## config.mk

```make
export PLATFORM = sky130hd
export DESIGN_NAME = eth_rx_fcs_check
export DESIGN_NICKNAME = d
export VERILOG_FILES = /design/src/rtl/eth_rx_fcs_check.sv
export SDC_FILE = /design/constraint.sdc
export NUM_CORES = 1
export LEC_CHECK = 0
export CAP_MARGIN = 20
export CORE_MARGIN = 4
export CORE_UTILIZATION = 35
export DETAILED_ROUTE_END_ITERATION = 8
export GPL_TIMING_DRIVEN = 0
export PLACE_DENSITY = 0.57
export SLEW_MARGIN = 5
export SYNTH_ARGS = -nofsm -noshare
export SYNTH_HDL_FRONTEND = slang
export SYNTH_SLANG_ARGS = --single-unit
```

## constraint.sdc

```tcl
create_clock -name clk -period 9.5 [get_ports clk]
set_input_delay 1.9 -clock clk [delete_from_list [all_inputs] [get_ports clk]]
set_output_delay 1.9 -clock clk [all_outputs]
set_load 0.1 [all_outputs]
```

## src/rtl/eth_rx_fcs_check.sv

```systemverilog
// Receive-side Ethernet FCS checker: CRC-32 residue check, FCS strip via a one-beat hold
// register, per-frame length/PHY error flags and saturating frame statistics.
module eth_rx_fcs_check #(
   parameter int unsigned MIN_FRAME = 64,
   parameter int unsigned MAX_FRAME = 1518
) (
   input  logic        clk,
   input  logic        rst,
   input  logic [63:0] in_data,
   input  logic [7:0]  in_keep,
   input  logic        in_valid,
   input  logic        in_last,
   input  logic        in_err,
   output logic [63:0] out_data,
   output logic [7:0]  out_keep,
   output logic        out_valid,
   output logic        out_last,
   output logic        out_fcs_err,
   output logic        out_len_err,
   output logic        out_phy_err,
   output logic [31:0] stat_good,
   output logic [31:0] stat_bad_fcs,
   output logic [31:0] stat_len_err
);

   localparam logic [31:0] CrcInit    = 32'hFFFF_FFFF;
   localparam logic [31:0] CrcPoly    = 32'hEDB8_8320;
   localparam logic [31:0] CrcResidue = 32'hDEBB_20E3;

   typedef enum logic [1:0] {StEmpty, StHold, StFlush} state_e;

   // Reflected CRC-32 update for one byte, LSB first.
   function automatic logic [31:0] crc_byte(input logic [31:0] crc, input logic [7:0] b);
      logic [31:0] c;
      c = crc ^ {24'h0, b};
      for (int i = 0; i < 8; i++) begin
         c = c[0] ? ((c >> 1) ^ CrcPoly) : (c >> 1);
      end
      return c;
   endfunction

   // Contiguous keep of k lanes starting at lane 0 (k = 0..8).
   function automatic logic [7:0] lane_mask(input logic [3:0] k);
      logic [8:0] m;
      m = (9'd1 << k) - 9'd1;
      return m[7:0];
   endfunction

   // Expand a byte keep into a bit mask so stripped FCS bytes never leak onto out_data.
   function automatic logic [63:0] byte_mask(input logic [7:0] keep);
      logic [63:0] m;
      for (int i = 0; i < 8; i++) begin
         m[8*i +: 8] = {8{keep[i]}};
      end
      return m;
   endfunction

   state_e      st_q, st_d;
   logic [63:0] hold_data_q, hold_data_d;
   logic [7:0]  hold_keep_q, hold_keep_d;
   logic        pend_fcs_q, pend_fcs_d;
   logic        pend_len_q, pend_len_d;
   logic        pend_phy_q, pend_phy_d;
   logic [31:0] crc_q, crc_d;
   logic [15:0] len_q, len_d;
   logic        phy_q, phy_d;

   logic [63:0] out_data_q, out_data_d;
   logic [7:0]  out_keep_q, out_keep_d;
   logic        out_valid_q, out_valid_d;
   logic        out_last_q, out_last_d;
   logic        out_fcs_q, out_fcs_d;
   logic        out_len_q, out_len_d;
   logic        out_phy_q, out_phy_d;
   logic [31:0] stat_good_q, stat_good_d;
   logic [31:0] stat_fcs_q, stat_fcs_d;
   logic [31:0] stat_len_q, stat_len_d;

   logic [7:0]  keep_eff;
   logic [3:0]  n_bytes;
   logic [31:0] crc_calc;
   logic [16:0] len_add;
   logic [15:0] len_tot;
   logic        frame_fcs_err;
   logic        frame_len_err;
   logic        frame_phy_err;

   // Effective lane count, CRC over enabled lanes and running length for this beat.
   always_comb begin
      keep_eff = in_last ? in_keep : 8'hFF;
      n_bytes  = '0;
      crc_calc = crc_q;
      for (int i = 0; i < 8; i++) begin
         n_bytes = n_bytes + {3'b000, keep_eff[i]};
         if (keep_eff[i]) begin
            crc_calc = crc_byte(crc_calc, in_data[8*i +: 8]);
         end
      end
      len_add       = {1'b0, len_q} + {13'h0, n_bytes};
      len_tot       = len_add[16] ? 16'hFFFF : len_add[15:0];
      frame_fcs_err = (crc_calc != CrcResidue);
      frame_len_err = (32'(len_tot) < MIN_FRAME) || (32'(len_tot) > MAX_FRAME);
      frame_phy_err = phy_q | in_err;
   end

   // Per-frame accumulators: advance on accepted beats, reinitialise after the last beat.
   always_comb begin
      crc_d = crc_q;
      len_d = len_q;
      phy_d = phy_q;
      if (in_valid) begin
         if (in_last) begin
            crc_d = CrcInit;
            len_d = '0;
            phy_d = 1'b0;
         end else begin
            crc_d = crc_calc;
            len_d = len_tot;
            phy_d = frame_phy_err;
         end
      end
   end

   // Saturating statistics, one update per frame on its last input beat.
   always_comb begin
      stat_good_d = stat_good_q;
      stat_fcs_d  = stat_fcs_q;
      stat_len_d  = stat_len_q;
      if (in_valid && in_last) begin
         if (!frame_fcs_err && !frame_len_err && !frame_phy_err && (stat_good_q != '1)) begin
            stat_good_d = stat_good_q + 32'd1;
         end
         if (frame_fcs_err && (stat_fcs_q != '1)) begin
            stat_fcs_d = stat_fcs_q + 32'd1;
         end
         if (frame_len_err && (stat_len_q != '1)) begin
            stat_len_d = stat_len_q + 32'd1;
         end
      end
   end

   // Hold-register FSM: delays the stream by one beat so the trailing 4 FCS bytes can be cut.
   always_comb begin
      st_d        = st_q;
      hold_data_d = hold_data_q;
      hold_keep_d = hold_keep_q;
      pend_fcs_d  = pend_fcs_q;
      pend_len_d  = pend_len_q;
      pend_phy_d  = pend_phy_q;
      out_data_d  = '0;
      out_keep_d  = '0;
      out_valid_d = 1'b0;
      out_last_d  = 1'b0;
      out_fcs_d   = 1'b0;
      out_len_d   = 1'b0;
      out_phy_d   = 1'b0;

      // FLUSH drains unconditionally; the hold register is then free for an incoming beat.
      if (st_q == StFlush) begin
         out_valid_d = 1'b1;
         out_last_d  = 1'b1;
         out_keep_d  = hold_keep_q;
         out_data_d  = hold_data_q & byte_mask(hold_keep_q);
         out_fcs_d   = pend_fcs_q;
         out_len_d   = pend_len_q;
         out_phy_d   = pend_phy_q;
         st_d        = StEmpty;
      end

      if (in_valid) begin
         if (!in_last) begin
            if (st_q == StHold) begin
               out_valid_d = 1'b1;
               out_keep_d  = 8'hFF;
               out_data_d  = hold_data_q;
            end
            hold_data_d = in_data;
            hold_keep_d = 8'hFF;
            st_d        = StHold;
         end else if (n_bytes <= 4'd4) begin
            // FCS straddles the held beat: trim its top (4 - n) bytes and close the frame.
            if (st_q == StHold) begin
               out_valid_d = 1'b1;
               out_last_d  = 1'b1;
               out_keep_d  = lane_mask(n_bytes + 4'd4);
               out_data_d  = hold_data_q & byte_mask(lane_mask(n_bytes + 4'd4));
               out_fcs_d   = frame_fcs_err;
               out_len_d   = frame_len_err;
               out_phy_d   = frame_phy_err;
            end
            st_d = StEmpty;
         end else begin
            if (st_q == StHold) begin
               out_valid_d = 1'b1;
               out_keep_d  = 8'hFF;
               out_data_d  = hold_data_q;
            end
            hold_data_d = in_data;
            hold_keep_d = lane_mask(n_bytes - 4'd4);
            pend_fcs_d  = frame_fcs_err;
            pend_len_d  = frame_len_err;
            pend_phy_d  = frame_phy_err;
            st_d        = StFlush;
         end
      end
   end

   // State and output registers.
   always_ff @(posedge clk or negedge rst) begin
      if (!rst) begin
         st_q        <= StEmpty;
         hold_data_q <= '0;
         hold_keep_q <= '0;
         pend_fcs_q  <= 1'b0;
         pend_len_q  <= 1'b0;
         pend_phy_q  <= 1'b0;
         crc_q       <= CrcInit;
         len_q       <= '0;
         phy_q       <= 1'b0;
         out_data_q  <= '0;
         out_keep_q  <= '0;
         out_valid_q <= 1'b0;
         out_last_q  <= 1'b0;
         out_fcs_q   <= 1'b0;
         out_len_q   <= 1'b0;
         out_phy_q   <= 1'b0;
         stat_good_q <= '0;
         stat_fcs_q  <= '0;
         stat_len_q  <= '0;
      end else begin
         st_q        <= st_d;
         hold_data_q <= hold_data_d;
         hold_keep_q <= hold_keep_d;
         pend_fcs_q  <= pend_fcs_d;
         pend_len_q  <= pend_len_d;
         pend_phy_q  <= pend_phy_d;
         crc_q       <= crc_d;
         len_q       <= len_d;
         phy_q       <= phy_d;
         out_data_q  <= out_data_d;
         out_keep_q  <= out_keep_d;
         out_valid_q <= out_valid_d;
         out_last_q  <= out_last_d;
         out_fcs_q   <= out_fcs_d;
         out_len_q   <= out_len_d;
         out_phy_q   <= out_phy_d;
         stat_good_q <= stat_good_d;
         stat_fcs_q  <= stat_fcs_d;
         stat_len_q  <= stat_len_d;
      end
   end

   assign out_data     = out_data_q;
   assign out_keep     = out_keep_q;
   assign out_valid    = out_valid_q;
   assign out_last     = out_last_q;
   assign out_fcs_err  = out_fcs_q;
   assign out_len_err  = out_len_q;
   assign out_phy_err  = out_phy_q;
   assign stat_good    = stat_good_q;
   assign stat_bad_fcs = stat_fcs_q;
   assign stat_len_err = stat_len_q;

endmodule

```

# After elaboration in Yosys (flattened, before gate mapping)
# Index checks and enable logic that the tools add are counted.
# op_classes
n_lt_le_gt_ge	3
reduce_logical	16
mux	118
addsub	15
n_eq_ne	7
n_shift	2
bitwise	76
# op_table
operator	n
32-bit two-way mux	73
13-bit inverter with 14-bit output	64
64-bit two-way mux	8
32-bit by 8-bit bitwise XOR with 32-bit output	8
64-bit bitwise AND	2
32-bit != test, second input constant	4
32-bit by 1-bit adder with 32-bit output, second input constant	3
8-bit two-way mux	9
16-bit two-way mux	2
1-bit two-way mux	22
16-bit by 4-bit adder with 17-bit output	1
4-bit by 1-bit adder with 4-bit output	4
16-bit by 11-bit > comparator with 1-bit output, second input constant	1
16-bit by 7-bit less-than comparator with 1-bit output, second input constant	1
1-bit by 4-bit << shifter with 8-bit output, first input constant	2
8-bit by 1-bit subtractor with 8-bit output, second input constant	2
2-bit two-way mux	4
2-bit AND reduction	4
1-bit logical AND	6
3-bit by 1-bit adder with 4-bit output	1
4-bit by 3-bit adder with 4-bit output, second input constant	1
4-bit by 3-bit less-or-equal comparator with 1-bit output, second input constant	1
4-bit by 3-bit subtractor with 4-bit output, second input constant	1
2-bit by 1-bit adder with 3-bit output	1
10 further kinds	12
# word_totals
register_bits	299
output_inout_bits	173
input_bits	77
word_cells	256

# Depth between registers and ports, before layout
# logic_depth
ltp_word	150
depth_mapped	40
ltp_nobuf	32

# Least setup slack after synthesis
# No wires, ideal clock.
# synth_timing
path_kind	input to register
start	input port in_last
end	register stat_good_q[1], in the netlist stat_good[1]
setup_slack_ns	-2.152
stages	32
path_buffers	2
t_arrival_ns	11.524
cell_sequence	nor2b_1 > clkbuf_1 > and2_1 > or4_1 > and2_1 > buf_2 > xnor2_4 > xnor3_1 > mux2_2 > xnor3_1 > mux2_4 > xnor2_1 > xnor2_2 > xnor3_1 > o21ai_2 > xor2_2 > xor3_1 > o21a_2 > xor2_4 > xnor2_4 > xnor3_1 > o21a_2 > or2_1 > o311ai_1 > nor3_1 > xnor2_1 > xnor3_1 > nor4b_2 > nand4_1 > o41ai_4 > and2_1 > mux2_1
# synth_between
elab_chain_len	103
elab_cells_between_ends	148
# synth_rtl
item	line_no	rtl
start: declaration	12	input logic in_last,
8-bit two-way mux	90	keep_eff = in_last ? in_keep : 8'hFF;
32-bit two-way mux	95	if (keep_eff[i]) begin
32-bit by 8-bit bitwise XOR with 32-bit output	35	c = crc ^ {24'h0, b};
32-bit two-way mux / 13-bit inverter with 14-bit output (equally long branches)	n/a	
13-bit inverter with 14-bit output (no line) / 32-bit two-way mux (equally long branches)	n/a	
32-bit two-way mux / 13-bit inverter with 14-bit output (equally long branches)	n/a	
13-bit inverter with 14-bit output (no line) / 32-bit two-way mux (equally long branches)	n/a	
32-bit two-way mux	37	c = c[0] ? ((c >> 1) ^ CrcPoly) : (c >> 1);
[85 not listed]	n/a	
32-bit two-way mux / 13-bit inverter with 14-bit output (equally long branches)	n/a	
13-bit inverter with 14-bit output (no line) / 32-bit two-way mux (equally long branches)	n/a	
32-bit two-way mux	37	
32-bit two-way mux	95	
32-bit != test	101	frame_fcs_err = (crc_calc != CrcResidue);
1-bit logical NOT	130	if (!frame_fcs_err && !frame_len_err && !frame_phy_err && (stat_good_q != '1)) begin
1-bit logical AND (3 in series)	130	
2-bit AND reduction (no line) *	n/a	
end signal: assignment	247	stat_good_q <= stat_good_d;
end: declaration	75	logic [31:0] stat_good_q, stat_good_d;
# Mark *: on every way between the ends. The rest lies on a longest branch, timed or not.
# A chain may end at the register's enable or synchronous reset.

# Final worst setup path
# layout_timing
start	input port in_last
end	register stat_fcs_q[1], in the netlist stat_bad_fcs[1]
# layout_between
elab_chain_len	100
elab_cells_between_ends	132
# layout_rtl
item	line_no	rtl
8-bit two-way mux	90	
32-bit two-way mux	95	
32-bit by 8-bit bitwise XOR with 32-bit output	35	
32-bit two-way mux / 13-bit inverter with 14-bit output (equally long branches)	n/a	
13-bit inverter with 14-bit output (no line) / 32-bit two-way mux (equally long branches)	n/a	
32-bit two-way mux / 13-bit inverter with 14-bit output (equally long branches)	n/a	
13-bit inverter with 14-bit output (no line) / 32-bit two-way mux (equally long branches)	n/a	
32-bit two-way mux	37	
[84 not listed]	n/a	
13-bit inverter with 14-bit output (no line) / 32-bit two-way mux (equally long branches)	n/a	
32-bit two-way mux / 13-bit inverter with 14-bit output (equally long branches)	n/a	
13-bit inverter with 14-bit output (no line) / 32-bit two-way mux (equally long branches)	n/a	
32-bit two-way mux	37	
32-bit two-way mux	95	
32-bit != test	101	
1-bit logical AND	133	if (frame_fcs_err && (stat_fcs_q != '1)) begin
2-bit AND reduction (no line) *	n/a	
end signal: assignment	248	stat_fcs_q <= stat_fcs_d;
end: declaration	76	logic [31:0] stat_fcs_q, stat_fcs_d;
# Marked as above.

==> parameters.txt <==
Parameter                              Value

Outcome
  Run status ... finished, violations left
  Violations in the final reports ... setup timing

Synth
  Number of enable flip-flop cells after synthesis ... 0
  Yosys warning count ... 0
  Sequential-to-total area share from yosys stat ... roughly 30%
  Synthesized instance count ... roughly 2,700
  Per-instance average area after synthesis ... 9.19 um2
  Cell area after technology mapping ... about 25,000 um2
  Top flip-flop cell by instance count after synthesis ... sky130_fd_sc_hd__dfrtp_1
  Number of unique standard cell types used by synthesis ... 118
  Asr flop ratio synth ... 100%
  Syn Nets ... 2,846
  Number of flip-flops and latches in the synthesized netlist ... 299

Hold path
  Cell depth of the worst hold path ... 2
  Type of the most critical hold path ... reg -> reg

Worst setup path
  Startpoint type of the worst setup path ... input pin
  Required time reported for the critical path endpoint ... around 10 ns
  Class of the most critical setup path ... in -> reg
  Cell seen most often among critical-path stages ... sky130_fd_sc_hd__buf_12
  Critical-path top delay cell ... sky130_fd_sc_hd__xnor3_2
  Arrival time worst endpoint ... 11.34 ns
  Biggest cell delay along the critical path ... 0.57 ns
  Reg2reg path depth ... 39
  Peak fanout along the critical path ... 8
  Critical path endpoint category ... register

Layout
  Fraction of layout instances using a drive strength above 1 ... between 30% and 40%
  Antenna diodes ... 0
  Area added between synthesis and finish ... 49.0%
  Count of non-filler cells in the finished layout ... around 4,400
  Nets@finish ... 3,490

Global routing
  Pin count of the biggest net entering global routing ... 109
  Overall routing resource usage ... around 23%
  Via count of the first global-routing pass ... 23,300
  GRT overflow ... 0
  Wire length of the first global-routing pass ... around 140,000 um
  Number of antenna violations at the first check in global routing ... 1

STA
  Min Clock Period, post-route ... between 10 and 15 ns
  Worst rel slew slack ... roughly 22%
  Maximum clock frequency ... between 90 and 100 MHz
  Pins Over Slew Limit ... 0
  Final Hold Viols ... 0
  Setup repair after global routing missed its margin ... yes
  Count of final setup violators ... 70
  Hold WS ... 0.465 ns
  Setup slack of the critical path after layout ... -1.37 ns
  Final Cycle Share ... 114%
  Final Skew ... around 0.019 ns
  Slew @ Worst Pin ... roughly 1.2 ns

Place
  Final weighted congestion of routability-driven global placement ... a little over 0.9
  Number of buffer cells added on primary ports ... about 250
  Number of cells in the design after placement ... 3,948
  HPWL after detailed placement ... around 68,000 um

Detailed routing
  Vias per cell ... roughly 5.4
  Remaining DRCs ... 0
  Detailed Route WL ... between 90,000 and 100,000 um
  DR pass1 iterations ... 6
  Detail Route Antenna Nets ... 0
  WL per Instance ... roughly 21 um
  Vias ... ~24,000
  First DRT Iteration DRCs ... about 1,900

Clocking
  Largest buffer count on any clock path ... 3
  Number of H-tree branching levels ... 2
  TritonCTS clock tree ... yes
  Register clock-pin slew on the reported worst setup and hold paths ... approximately 0.06 ns
  Quantity of hold-fixing buffers added after cts ... 0
  Total number of clock tree sinks ... between 200 and 300
  Root cell of the clock tree ... sky130_fd_sc_hd__clkbuf_16
  Clock buffers created by TritonCTS ... 39
  Latest clock arrival within the worst-skew pair ... about 0.59 ns

Job
  Number of maximum-capacitance violations ... 0

Floorplan
  Core region area ... roughly 71,000 um2
  Area of the die ... 76,600 um2
  Die outline width ... roughly 280 um
  I/O Pins ... 250
  Die outline height ... between 200 and 300 um
  Initial Util ... 35.4%
  Count of standard-cell rows ... approximately 100
==> layer usage <==
metal | global-route usage, % | vias to the layer above | share of wire, %
met3 | 2.92 | 165 | 4.9
met1 | 29.3 | 11800 | 42
met4 | 6.81 | 0 | 3.4
met5 | 0 | - | 0
met2 | 40.5 | 731 | 50
li1 | - | 10900 | -
==> final cells by class <==
class	instances	area, um2
Fill cell	6255	33800
Multi-Input combinational cell	2284	20800
Sequential cell	299	7520
Timing Repair Buffer	610	5850
Tap cell	950	1190
Clock buffer	50	1070
Buffer	120	767
Clock inverter	21	273
Inverter	39	155
==> path summary, 6_finish.rpt <==
path / from / end / slack [ns]
max in group asynchronous: rst / hold_data_q[50]$_DFFE_PN0P_ / 6.67
worst max-delay path: in_last / stat_bad_fcs[1]$_DFFE_PN0P_ / -1.37
worst min register to register: hold_data_q[60]$_DFFE_PN0P_ / hold_data_q[60]$_DFFE_PN0P_ / 0.46
min in group asynchronous: rst / out_data[3]$_DFF_PN0_ / 1.31
worst min-delay path: hold_data_q[60]$_DFFE_PN0P_ / hold_data_q[60]$_DFFE_PN0P_ / 0.46
worst max register to register: crc_q[0]$_DFFE_PN1P_ / stat_bad_fcs[1]$_DFFE_PN0P_ / -0.85
==> worst max-delay path: cells and delay by family <==
kind,cells,cell delay (ns)
AND/OR/NAND/NOR,6,0.79
multiplexers,5,1.30
buffers and inverters,11,1.51
XOR/XNOR,12,3.33
AO/OA/AOI/OAI,8,2.46
==> stage by stage <==
stage	setup TNS [ns]	cell area, um2	worst slack (ns)	utilization, %
2_1_floorplan	-84.78	26000	-1.37	-
3_3_place_gp	-2412.18	29700	-6.60	41.5
3_5_place_dp	-581.88	29800	-4.60	41.7
4_1_cts	-83.08	35400	-1.15	49.6
5_1_grt	-99.43	37700	-1.56	52.7
6_report	-84.73	37700	-1.37	52.7
==> Yosys cell counts, types with 12 or more instances <==
| master | count | area (um2) |
|---|---|---|
| sky130_fd_sc_hd__xor2_1 | 144 | 1260 |
| sky130_fd_sc_hd__mux2i_1 | 81 | 811 |
| sky130_fd_sc_hd__nand3_1 | 97 | 485 |
| sky130_fd_sc_hd__and3_1 | 44 | 275 |
| sky130_fd_sc_hd__a211oi_1 | 17 | 128 |
| sky130_fd_sc_hd__o22a_1 | 24 | 210 |
| sky130_fd_sc_hd__xnor3_1 | 82 | 1850 |
| sky130_fd_sc_hd__dfrtp_1 | 267 | 6680 |
| sky130_fd_sc_hd__mux2_2 | 19 | 214 |
| sky130_fd_sc_hd__o211ai_1 | 26 | 195 |
| sky130_fd_sc_hd__a211o_1 | 12 | 105 |
| sky130_fd_sc_hd__clkbuf_1 | 92 | 345 |
| sky130_fd_sc_hd__nor3_1 | 69 | 345 |
| sky130_fd_sc_hd__nand4_1 | 42 | 263 |
| sky130_fd_sc_hd__o21ai_0 | 91 | 455 |
| sky130_fd_sc_hd__nor4_1 | 21 | 131 |
| sky130_fd_sc_hd__and4_1 | 17 | 149 |
| sky130_fd_sc_hd__xnor2_2 | 22 | 358 |
| sky130_fd_sc_hd__dfstp_2 | 32 | 841 |
| sky130_fd_sc_hd__or3_1 | 14 | 87.6 |
| sky130_fd_sc_hd__nand2b_1 | 17 | 106 |
| sky130_fd_sc_hd__nand2_1 | 369 | 1390 |
| sky130_fd_sc_hd__buf_1 | 15 | 56.3 |
| sky130_fd_sc_hd__inv_1 | 36 | 135 |
| sky130_fd_sc_hd__xor3_1 | 12 | 285 |
| sky130_fd_sc_hd__nor2_1 | 185 | 694 |
| sky130_fd_sc_hd__xnor2_1 | 347 | 3040 |
| sky130_fd_sc_hd__and2_1 | 95 | 594 |
| sky130_fd_sc_hd__ha_1 | 15 | 188 |
| sky130_fd_sc_hd__a31oi_1 | 25 | 156 |
| sky130_fd_sc_hd__o31ai_1 | 12 | 90.1 |
| sky130_fd_sc_hd__nor2b_1 | 21 | 131 |
| sky130_fd_sc_hd__a21o_1 | 18 | 135 |
| sky130_fd_sc_hd__a21oi_1 | 131 | 656 |
| sky130_fd_sc_hd__o21a_1 | 14 | 105 |
==> cells in the final DEF, fill, tap and decap left out, drive strengths merged, types with 21 or more instances in the layout <==
master,synthesis,final
buf,35,416
xnor2,375,375
nand2,371,371
dfrtp,267,267
clkdlybuf4s50,0,233
nor2,190,190
xor2,151,151
a21oi,136,136
clkbuf,92,130
o21ai,102,102
nand3,100,100
and2,96,96
mux2i,86,86
xnor3,83,83
nor3,72,72
nand4,44,44
and3,44,44
inv,37,43
dfstp,32,32
a31oi,27,27
o211ai,26,26
o22a,24,24
nor4,24,24
mux2,22,22
nor2b,21,21
==> registers in the layout (all words and copies together) (netlist names) <==
name,cells
out_valid,1
pend_fcs_q,1
hold_data_q,64
len_q,16
out_fcs_err,1
out_keep,8
out_data,64
st_q,2
hold_keep_q,8
stat_len_err,32
crc_q,32
pend_phy_q,1
stat_good,32
out_len_err,1
pend_len_q,1
phy_q,1
stat_bad_fcs,32
out_last,1
out_phy_err,1
==> kinds of logic (layout without fill, tap and decap cells) <==
logic type      Yosys count  after routing  share of synthesized area, %
flops                   299            299                          29.8
fa+ha+maj                20             20                          1.14
compound gates          475            475                          12.7
xor+xnor                622            622                          28.2
buf+inv                 166            840                          2.75
mux                     108            108                          4.54
simple gates           1059           1059                          20.9
==> repair_timing <==
item / in CTS / in global routing
pin swaps: 164 / 142
resized for setup: 453 / 253
buffers inserted: 225 / 133
cloned: 5 / 1
endpoints found under the setup margin: 228 / 137
Power is left out: the tool's default activity adds up to more than one toggle a clock period on the data nets, which glitch-free logic cannot reach.
